<file path="src/rtl/pipe_stage_chain.sv">
// Stallable, flushable chain of pipeline register stages with valid/ready
// handshakes at both ends, per-stage hold and kill, occupancy and flush tally.
module pipe_stage_chain #(
    parameter int STAGES = 4,
    parameter int DATA_W = 16,
    parameter int CTRL_W = 16
) (
    input  logic                             clk,
    input  logic                             reset,
    input  logic                             in_valid,
    output logic                             in_ready,
    input  logic [CTRL_W-1:0]                in_ctrl,
    input  logic [DATA_W-1:0]                in_data,
    input  logic [STAGES-1:0]                stall_req,
    input  logic [STAGES-1:0]                flush_mask,
    output logic                             out_valid,
    input  logic                             out_ready,
    output logic [CTRL_W-1:0]                out_ctrl,
    output logic [DATA_W-1:0]                out_data,
    output logic [STAGES-1:0]                stage_valid,
    output logic [$clog2(STAGES+1)-1:0]      occupancy,
    output logic [7:0]                       flush_count
);

    localparam int OCC_W = $clog2(STAGES + 1);
    localparam int LAST  = STAGES - 1;

    logic [STAGES-1:0] r_valid;
    logic [CTRL_W-1:0] r_ctrl [STAGES];
    logic [DATA_W-1:0] r_data [STAGES];
    logic [OCC_W-1:0]  r_occ;
    logic [7:0]        r_fcnt;

    logic [STAGES-1:0] w_eff;
    logic [STAGES-1:0] w_hold;
    logic [STAGES-1:0] w_load;
    logic [STAGES-1:0] w_valid_nxt;
    logic              w_in_ready;
    logic [8:0]        w_fsum;

    function automatic logic [OCC_W-1:0] popcnt(input logic [STAGES-1:0] v);
        logic [OCC_W-1:0] c;
        c = '0;
        for (int unsigned k = 0; k < STAGES; k++)
            c = c + OCC_W'(v[k]);
        return c;
    endfunction

    always_comb begin
        logic h;
        w_eff  = r_valid & ~flush_mask;
        w_hold = '0;
        // Hold ripples upstream from the output; a local carries it to avoid a self-referencing vector.
        h = stall_req[LAST] | (w_eff[LAST] & ~out_ready);
        w_hold[LAST] = h;
        for (int unsigned k = 0; k < STAGES - 1; k++) begin
            h = stall_req[STAGES-2-k] | (w_eff[STAGES-2-k] & h);
            w_hold[STAGES-2-k] = h;
        end

        w_in_ready = ~w_hold[0] & ~flush_mask[0] & reset;
        w_load     = '0;
        w_load[0]  = in_valid & w_in_ready;
        for (int unsigned i = 1; i < STAGES; i++)
            w_load[i] = w_eff[i-1] & ~w_hold[i-1];

        w_valid_nxt = '0;
        for (int unsigned i = 0; i < STAGES; i++) begin
            if (flush_mask[i])
                w_valid_nxt[i] = w_load[i];
            else if (w_hold[i])
                w_valid_nxt[i] = r_valid[i];
            else
                w_valid_nxt[i] = w_load[i];
        end

        w_fsum = {1'b0, r_fcnt} + 9'(popcnt(r_valid & flush_mask));
    end

    always_ff @(posedge clk) begin
        if (!reset) begin
            r_valid <= '0;
            r_occ   <= '0;
            r_fcnt  <= '0;
            for (int unsigned i = 0; i < STAGES; i++) begin
                r_ctrl[i] <= '0;
                r_data[i] <= '0;
            end
        end else begin
            r_valid <= w_valid_nxt;
            r_occ   <= popcnt(w_valid_nxt);
            r_fcnt  <= w_fsum[8] ? 8'hFF : w_fsum[7:0];
            if (w_load[0]) begin
                r_ctrl[0] <= in_ctrl;
                r_data[0] <= in_data;
            end
            for (int unsigned i = 1; i < STAGES; i++) begin
                if (w_load[i]) begin
                    r_ctrl[i] <= r_ctrl[i-1];
                    r_data[i] <= r_data[i-1];
                end
            end
        end
    end

    assign in_ready    = w_in_ready;
    assign out_valid   = w_eff[LAST] & ~stall_req[LAST] & reset;
    assign out_ctrl    = r_ctrl[LAST];
    assign out_data    = r_data[LAST];
    assign stage_valid = r_valid;
    assign occupancy   = r_occ;
    assign flush_count = r_fcnt;

endmodule

</file>
<file path="config.mk">
export PLATFORM = sky130hd
export DESIGN_NAME = pipe_stage_chain
export DESIGN_NICKNAME = d
export VERILOG_FILES = /design/src/rtl/pipe_stage_chain.sv
export SDC_FILE = /design/constraint.sdc
export NUM_CORES = 1
export LEC_CHECK = 0
export BUFFER_PORTS_ARGS = -buffer_cell sky130_fd_sc_hd__buf_4
export CORE_MARGIN = 2
export CORE_UTILIZATION = 51
export CTS_CLUSTER_DIAMETER = 60
export DETAILED_ROUTE_END_ITERATION = 10
export PLACE_DENSITY = 0.87
export SETUP_SLACK_MARGIN = 0.15
export SLEW_MARGIN = 20
export SYNTH_ARGS = -nofsm -noshare
export SYNTH_HDL_FRONTEND = slang
export SYNTH_SLANG_ARGS = --single-unit
</file>
<file path="constraint.sdc">
create_clock -name clk -period 3.55 [get_ports clk]
set_input_delay 0.355 -clock clk [delete_from_list [all_inputs] [get_ports clk]]
set_output_delay 0.355 -clock clk [all_outputs]
set_load 0.005 [all_outputs]
</file>
Yosys cells after proc, flatten, opt, wreduce, memory -nomap -nowiden
Memories as Yosys holds them, arrays and structs flattened.
Cells that the tools add are included.
{"block": "word_totals", "reg_bits": 15, "n_memories": 2, "out_inout_bits": 49, "input_bits": 44, "mem_bits_rw": 128}
{"block": "classes", "n_addsub": 7, "bitwise": 33, "n_mux": 30}
{"memory": "r_ctrl", "words": 4, "width": 16, "read_ports": 4, "rd_clocked_by_memory_dff": 0, "wr": 4, "line": "29", "rtl": "logic [CTRL_W-1:0] r_ctrl [STAGES];"}
{"memory": "r_data", "words": 4, "width": 16, "read_ports": 4, "rd_clocked_by_memory_dff": 0, "wr": 4, "line": "30", "rtl": "logic [DATA_W-1:0] r_data [STAGES];"}
{"cell": "16-bit two-way mux", "n": 8}
{"cell": "1-bit two-way mux", "n": 21}
{"cell": "1-bit bitwise AND", "n": 12}
{"cell": "1-bit OR", "n": 12}
{"cell": "8-bit by 3-bit adder with 9-bit output", "n": 1}
{"cell": "4-bit bitwise AND", "n": 2}
{"cell": "8-bit two-way mux", "n": 1}
{"cell": "2-bit by 1-bit adder with 3-bit output", "n": 2}
{"cell": "3-bit by 1-bit adder with 3-bit output", "n": 2}
{"cell": "1-bit inverter", "n": 6}
{"cell": "1-bit by 1-bit adder with 2-bit output", "n": 2}
{"cell": "4-bit inverter", "n": 1}

Logic depth before layout (Yosys ltp)
Gate-level depths: netlist of run 1.
{"block": "depth", "ltp_word": 19, "depth_mapped": 8, "mapped_depth_nobuf": 8}

Least setup slack after synthesis of run 1
Ideal clock, no wire load.
{"block": "synth_timing", "path_kind": "input -> register", "startpoint": "input stall_req[3]", "endpoint": "memory r_ctrl[0][0], enable pin", "required_ps": 3084, "slack_ps": -286, "cell_stages": 4, "n_path_buf": 0, "arrival_time_ps": 3371, "path_cell_list": "or3_1 > o32ai_2 > nor2_1 > o21ai_0"}
{"item": "start, declared", "line": "14", "rtl": "input logic [STAGES-1:0] stall_req,"}
{"item": "end, declared", "line": "29"}

Worst setup path after layout of run 1
{"block": "layout_timing", "startpoint": "register r_valid[2], in the netlist stage_valid[2]", "endpoint": "register r_occ[1], in the netlist occupancy[1]"}
{"block": "layout_between", "elab_chain_cells": 16}
{"item": "start, declared", "line": "28", "rtl": "logic [STAGES-1:0] r_valid;"}
{"item": "start signal, assigned", "line": "90", "rtl": "r_valid <= w_valid_nxt;"}
{"item": "4-bit bitwise AND *", "line": "51", "rtl": "w_eff = r_valid & ~flush_mask;"}
{"item": "1-bit bitwise AND *", "line": "57", "rtl": "h = stall_req[STAGES-2-k] | (w_eff[STAGES-2-k] & h);"}
{"item": "1-bit OR *", "line": "57"}
{"item": "1-bit bitwise AND *", "line": "57"}
{"item": "1-bit OR *", "line": "57"}
{"item": "1-bit bitwise AND *", "line": "57"}
{"item": "1-bit OR *", "line": "57"}
{"item": "1-bit inverter", "line": "61", "rtl": "w_in_ready = ~w_hold[0] & ~flush_mask[0] & reset;"}
{"item": "1-bit bitwise AND (2 in a row)", "line": "61"}
{"item": "1-bit bitwise AND", "line": "63", "rtl": "w_load[0] = in_valid & w_in_ready;"}
{"item": "1-bit two-way mux", "line": "71", "rtl": "else if (w_hold[i])"}
{"item": "1-bit two-way mux *", "line": "69", "rtl": "if (flush_mask[i])"}
{"item": "net w_valid_nxt[0]", "line": "37", "rtl": "logic [STAGES-1:0] w_valid_nxt;"}
{"item": "1-bit by 1-bit adder with 2-bit output *", "line": "45", "rtl": "c = c + OCC_W'(v[k]);"}
{"item": "2-bit by 1-bit adder with 3-bit output *", "line": "45"}
{"item": "3-bit by 1-bit adder with 3-bit output *", "line": "45"}
{"item": "end signal, assigned", "line": "91", "rtl": "r_occ <= popcnt(w_valid_nxt);"}
{"item": "end, declared", "line": "31", "rtl": "logic [OCC_W-1:0] r_occ;"}
The timed path passes the listed nets; every way through them passes the cells marked *.
A chain may end at the register's enable or synchronous reset.

==> results of run 1 <==
## layer usage
| metal | track usage [%] | vias to the layer above | routed length (µm) | part of all wire (%) |
|---|---|---|---|---|
| met1 | 18.08 | 1367 | 3585 | 44 |
| met3 | 4.899 | 15 | 477 | 5.8 |
| met5 | 0 | - | 0 | 0 |
| met2 | 21.79 | 96 | 3987 | 48 |
| li1 | - | 1511 | - | - |
| met4 | 7.243 | 0 | 182 | 2.2 |
## worst register-to-register path, cell delays in order (launching register included)
cell and delay, ns:
dfxtp_1 0.32, nor2b_1 0.18, o32ai_2 0.34, nor2_1 0.15, a211o_1 0.33, fa_1 0.50, ha_1 0.21, ha_1 0.26
and2_1 0.15
## cells in the final DEF (no fill, tap or decap), types with 4 or more instances in the layout
cell type,synthesis,routed
edfxtp_1,128,128
and2_1,106,106
buf_4,32,95
and2_2,32,32
clkbuf_16,0,17
dfxtp_1,15,15
nor2_1,11,11
nor3_1,6,6
a21oi_1,6,6
bufinv_16,0,6
nor2b_1,5,5
inv_1,5,5
nand2_1,6,5
o21ai_0,6,4
fa_1,4,4
## final timing paths
| kind | slack [ns] | end | start | cells after the start |
|---|---|---|---|---|
| max reg2reg | 1.0 | occupancy[1] | stage_valid[2] | 8 |
| max | 1.0 | occupancy[1] | stage_valid[2] | 8 |
| min reg2reg | 0.49 | flush_count[4] | flush_count[4] | 1 |
| min | 0.21 | stage_valid[0] | in_valid | 2 |
## cells by family after synthesis
logic type	Yosys count	share of synthesized area [%]
adders and majority gates	7	1.995
buffers and inverters	51	5.731
and+or+nand+nor	179	18.85
DFF	143	70.30
xor gates and xnor gates	2	0.2972
AOI/OAI and AO/OA	24	2.824
## power by group through the flow
stage	clock (mW)	sequential [mW]	combinational, mW
after floorplan	0	1.94	0.0645
after global placement	0	1.95	0.119
after global routing	2.03	1.92	0.135
final	1.92	1.91	0.123
after CTS	1.95	1.92	0.124
after detailed placement	0	1.95	0.124
## through the flow
stage                     total power, mW  setup slack, ns
after floorplan                     2.008           0.5795
after global placement              2.065           0.8229
after detailed placement            2.072           0.7469
after CTS                           3.986           0.9797
after global routing                4.089           0.8668
final                               3.957           0.9975
## area by class of cell
type,count,area [µm²]
Fill cell,801,4238
Clock inverter,13,217.7
Inverter,6,22.52
Multi-Input combinational cell,212,1423
Clock buffer,19,432.9
Sequential cell,143,4144
Tap cell,143,178.9
Timing Repair Buffer,95,713.2
## registers in the layout (all words and copies together) (netlist names)
register,cells
r_data,64
stage_valid,4
occupancy,3
flush_count,8
r_ctrl,64
==> flow_summary.ini, run 1 <==
[run_status]
status = complete, no violations

[yosys]
synthesis.nets = 457
yosys-top-cells-count = 128 x edfxtp_1, 106 x and2_1, 32 x and2_2, 32 x buf_4, 15 x dfxtp_1
yosys.area.top_type = edfxtp_1
seq_area_frac_synth_pct = 70.30
synthDistinctLibCells = 36
synth_most_common_cell = edfxtp_1
synthesis.area_mm2 = 0.005894
synth_top_area_share_pct = 65.21
synthArstFlopShare_pct = 0
yosys_warnings = 0
synth_edf_count = 128
synth_area_leaders = edfxtp_1 65%, and2_1 11%, dfxtp_1 5.1%
ys_seq_elements = 143
synth_flop_cell = edfxtp_1
syn_area_per_cell_um2 = 14.52
synth_cells = 406

[grt]
overflow = 0
track_usage_pct = 14.19
antenna_found_initial = 0
grt_pass1_vias = 2906
grt_max_degree = 33
grt_pass1_wl_mm = 13.84

[placed_design]
dp.cells = 599
dpl.hpwl_mm = 5.673
portBuffers = 92
gp_congestion = 0.8415
placed_cell_area_mm2 = 0.006479

[min_path]
min_path_type = in -> reg

[floorplanning]
die_h_um = 111.5
dieArea_mm2 = 0.01243
core-area_mm2 = 0.01137
die_w_um = 111.5
boundaryPins = 93
initial_core_util_pct = 51.84
std_cell_rows = 39

[timing]
fmax_mhz = 391.8
setup_tns_ns = 0
drv_slew = 0
holdWs_ns = 0.2145
maxSlewHeadroom_pct = 50.20
fin_skew_ns = 0.01033
finalSetupViolCount = 0
rsz0062_at_grt = no
period_minus_slack_ns = 2.552
timing.final.crit_share_pct = 71.90
final_hold_viol_count = 0
tightest_slew_ns = 0.7470

[cells_and_area]
drive_above_1_share_pct = 32.79
areaGrowthSynthToFinish_pct = 20.99
layout.cells.non_filler = 631
design_area_mm2 = 0.007132
fin_nets = 526
utilization_pct = 62.73
diodes = 0

[drt]
drtIter0Drc = 160
wirelength_mm = 8.232
ant_nets = 0
vias_per_cell = 4.737
vias = 2989
drc = 0
dr.pass1.iters = 6
wl_per_cell_um = 13.05

[power_and_ir_drop]
p_sw_mw = 0.6896
power_density_mw_per_mm2 = 554.8
vdd_drop_max_uv = 314.0
pwr-share-comb_pct = 3.1
p_leak_nw = 2.849
p_clk_share_pct = 48.5
swShare_pct = 17.43
intPower_mw = 3.267
seqPwrFrac_pct = 48.4

[clock_network]
clk_pin_slew_ns = 0.06
cts_buffer_depth = 2
cts_sinks = 143
post_cts_buffers = 0
cts_buffers = 17
insertion_delay_ns = 0.41
cts_root_buffer = clkbuf_16
htreeDepth = 4
holdBufCountCts = 0
cts_tree = built
cts_resized = 0

[critical_path]
critPathArrivalTime_ns = 2.86
path_common_cell = ha_1
crit_family = adder cells
cp_cell_sequence = nor2b_1, o32ai_2, nor2_1, a211o_1, fa_1, ha_1, ha_1, and2_1
crit_fanout = 5
slowest_delay_ns = 0.50
critical_path_buf_inv_count = 0
crit_slowest_cell = fa_1
cp.required_ns = 3.85
cp-start-kind = register
endpoint_kind = register
path_class = reg -> reg

[job]
drv_cap = 0
No activity file was read; power rests on OpenSTA's default activity.
==> run 2, diff against run 1 <==
--- a/config.mk
+++ b/config.mk
@@ -7,10 +7,10 @@
 export LEC_CHECK = 0
 export BUFFER_PORTS_ARGS = -buffer_cell sky130_fd_sc_hd__buf_4
 export CORE_MARGIN = 2
-export CORE_UTILIZATION = 51
+export CORE_UTILIZATION = 55
 export CTS_CLUSTER_DIAMETER = 60
 export DETAILED_ROUTE_END_ITERATION = 10
-export PLACE_DENSITY = 0.87
+export PLACE_DENSITY = 0.89
 export SETUP_SLACK_MARGIN = 0.15
 export SLEW_MARGIN = 20
 export SYNTH_ARGS = -nofsm -noshare
==> constraint.sdc (replaced) <==
create_clock -name clk -period 2.6 [get_ports clk]
set_input_delay 0.26 -clock clk [delete_from_list [all_inputs] [get_ports clk]]
set_output_delay 0.26 -clock clk [all_outputs]
set_load 0.005 [all_outputs]
==> flow_summary.ini, run 2 (synthesized netlist as in run 1, its figures left out) <==
[run_status]
status = complete, no violations

[critical_path]
r2r_cells = 8
cp_cell_sequence = nor2b_2, o32ai_2, nor2_1, a211o_1, fa_1, ha_1, ha_1, and2_1
cp-start-kind = register
endpoint_kind = register
crit_slowest_cell = fa_1
path_class = reg -> reg
path_common_cell = ha_1
r2r-start = stage_valid[2]
critPathArrivalTime_ns = 2.84
cp.required_ns = 3.00
rrSetupSlack_ns = 0.16
slowest_delay_ns = 0.51
crit_fanout = 4
worst_r2r_endpoint = occupancy[1]

[grt]
overflow = 0
grt_pass1_vias = 2901
track_usage_pct = 15.03
grt_max_degree = 33
grt_pass1_wl_mm = 13.30
antenna_found_initial = 0

[drt]
dr.pass1.iters = 4
wl_per_cell_um = 12.56
wirelength_mm = 7.914
vias_per_cell = 4.722
drtIter0Drc = 110
vias = 2975
drc = 0
ant_nets = 0

[clock_network]
cts_buffers = 17
cts_tree = built
clk_pin_slew_ns = 0.06
cts_buffer_depth = 2
cts_root_buffer = clkbuf_8
post_cts_buffers = 0
insertion_delay_ns = 0.51
cts_sinks = 143
htreeDepth = 4

[cells_and_area]
final_cell_mix = 128 x edfxtp_1, 106 x and2_1, 99 x buf_4, 32 x and2_2, 18 x clkbuf_16
layout_commonest_cell = edfxtp_1
fillerInstances = 724
design_area_mm2 = 0.007114
diodes = 0
fin_nets = 532
areaGrowthSynthToFinish_pct = 20.70
layout.cells.non_filler = 630
drive_above_1_share_pct = 34.41

[timing]
maxSlewHeadroom_pct = 54.44
fmax_mhz = 410.5
drv_slew = 0
holdWs_ns = 0.03641
period_minus_slack_ns = 2.436
tightest_slew_ns = 0.6835
setup_tns_ns = 0
finalSetupViolCount = 0
rsz0062_at_grt = yes
fin_skew_ns = 0.009342
final_hold_viol_count = 0
timing.final.crit_share_pct = 93.69

[min_path]
min_path_cells = 2
min_path_type = in -> reg
min_to = r_ctrl[0][13]
hold_start = in_ctrl[13]

[floorplanning]
boundaryPins = 93
die_h_um = 107.5
std_cell_rows = 37
die_w_um = 107.5
initial_core_util_pct = 56.84
dieArea_mm2 = 0.01156
core-area_mm2 = 0.01037

[power_and_ir_drop]
power_density_mw_per_mm2 = 702.0
vdd_drop_max_uv = 347.8
p_leak_nw = 2.860

[placed_design]
dpl.hpwl_mm = 5.643
portBuffers = 92
gp_congestion = 0.7776
placed_cell_area_mm2 = 0.006500
dp.cells = 596

[job]
drv_cap = 0
==> run 2: cell types whose count changed in the layout (fill, tap and decap cells not counted), sizes merged <==
cell	previous run	this run
buf	95	99
bufinv	6	0
clkbuf	19	25
clkinvlp	2	0
dlygate4sd3	0	2
inv	5	7
==> run 2: worst max-delay path: cells and delay by family, from the launching register on <==
kind / cells / cell delay, ns
AND/OR/NAND/NOR: 3 / 0.44
adder cells (fa/ha/maj): 3 / 1.00
AO/OA/AOI/OAI: 2 / 0.55
flip-flops: 1 / 0.32
==> run 2: where the power goes <==
part	total, mW	switching, mW	internal, mW	leakage, nW
logic	0.174	0.0847	0.0889	1.14
clock network	2.21	0.822	1.39	0.289
registers	2.61	0.0215	2.59	1.43
total	4.99	0.928	4.07	2.86
==> run 2: final cells by class <==
type | count | area [µm²] | area share, %
Clock buffer | 25 | 526.8 | 7.404
Clock inverter | 7 | 45.04 | 0.6331
Inverter | 6 | 22.52 | 0.3166
Multi-Input combinational cell | 212 | 1443 | 20.28
Sequential cell | 143 | 4144 | 58.25
Tap cell | 136 | 170.2 | 2.392
Timing Repair Buffer | 101 | 763.2 | 10.73
==> run 2: routing by layer <==
layer,up-vias,GRT usage (%),share of wire (%)
li1,1533,-,-
met1,1340,20.29,47
met2,86,22.01,46
met3,16,4.177,5.4
met4,0,8.608,2.2
met5,-,0,0
==> run 2: per-stage QoR <==
step,utilization [%],setup slack (ns),power (mW)
final,68.61,0.1641,4.994
after CTS,68.44,0.1599,5.046
after floorplan,-,0.1698,2.741
after detailed placement,62.68,0.03255,2.832
after global placement,62.68,0.1215,2.820
after global routing,68.61,0.09538,5.162
==> run 2: how the worst max path moves through the flow <==
stage | end | slack (ns) | cells after the start | start
3_5_place_dp | occupancy[1] | 0.03 | 9 | stall_req[3]
5_1_grt | occupancy[1] | 0.1 | 8 | stage_valid[2]
3_3_place_gp | occupancy[1] | 0.12 | 9 | stall_req[3]
2_1_floorplan | occupancy[1] | 0.17 | 8 | stall_req[3]
4_1_cts | occupancy[1] | 0.16 | 8 | stage_valid[2]
6_report | occupancy[1] | 0.16 | 8 | stage_valid[2]
==> run 2: what timing repair did <==
item / CTS / global route
hold buffers: 2 / 0
resized for setup: 1 / 5
hold endpoints to repair: 1 / 0
endpoints found under the setup margin: 1 / 7
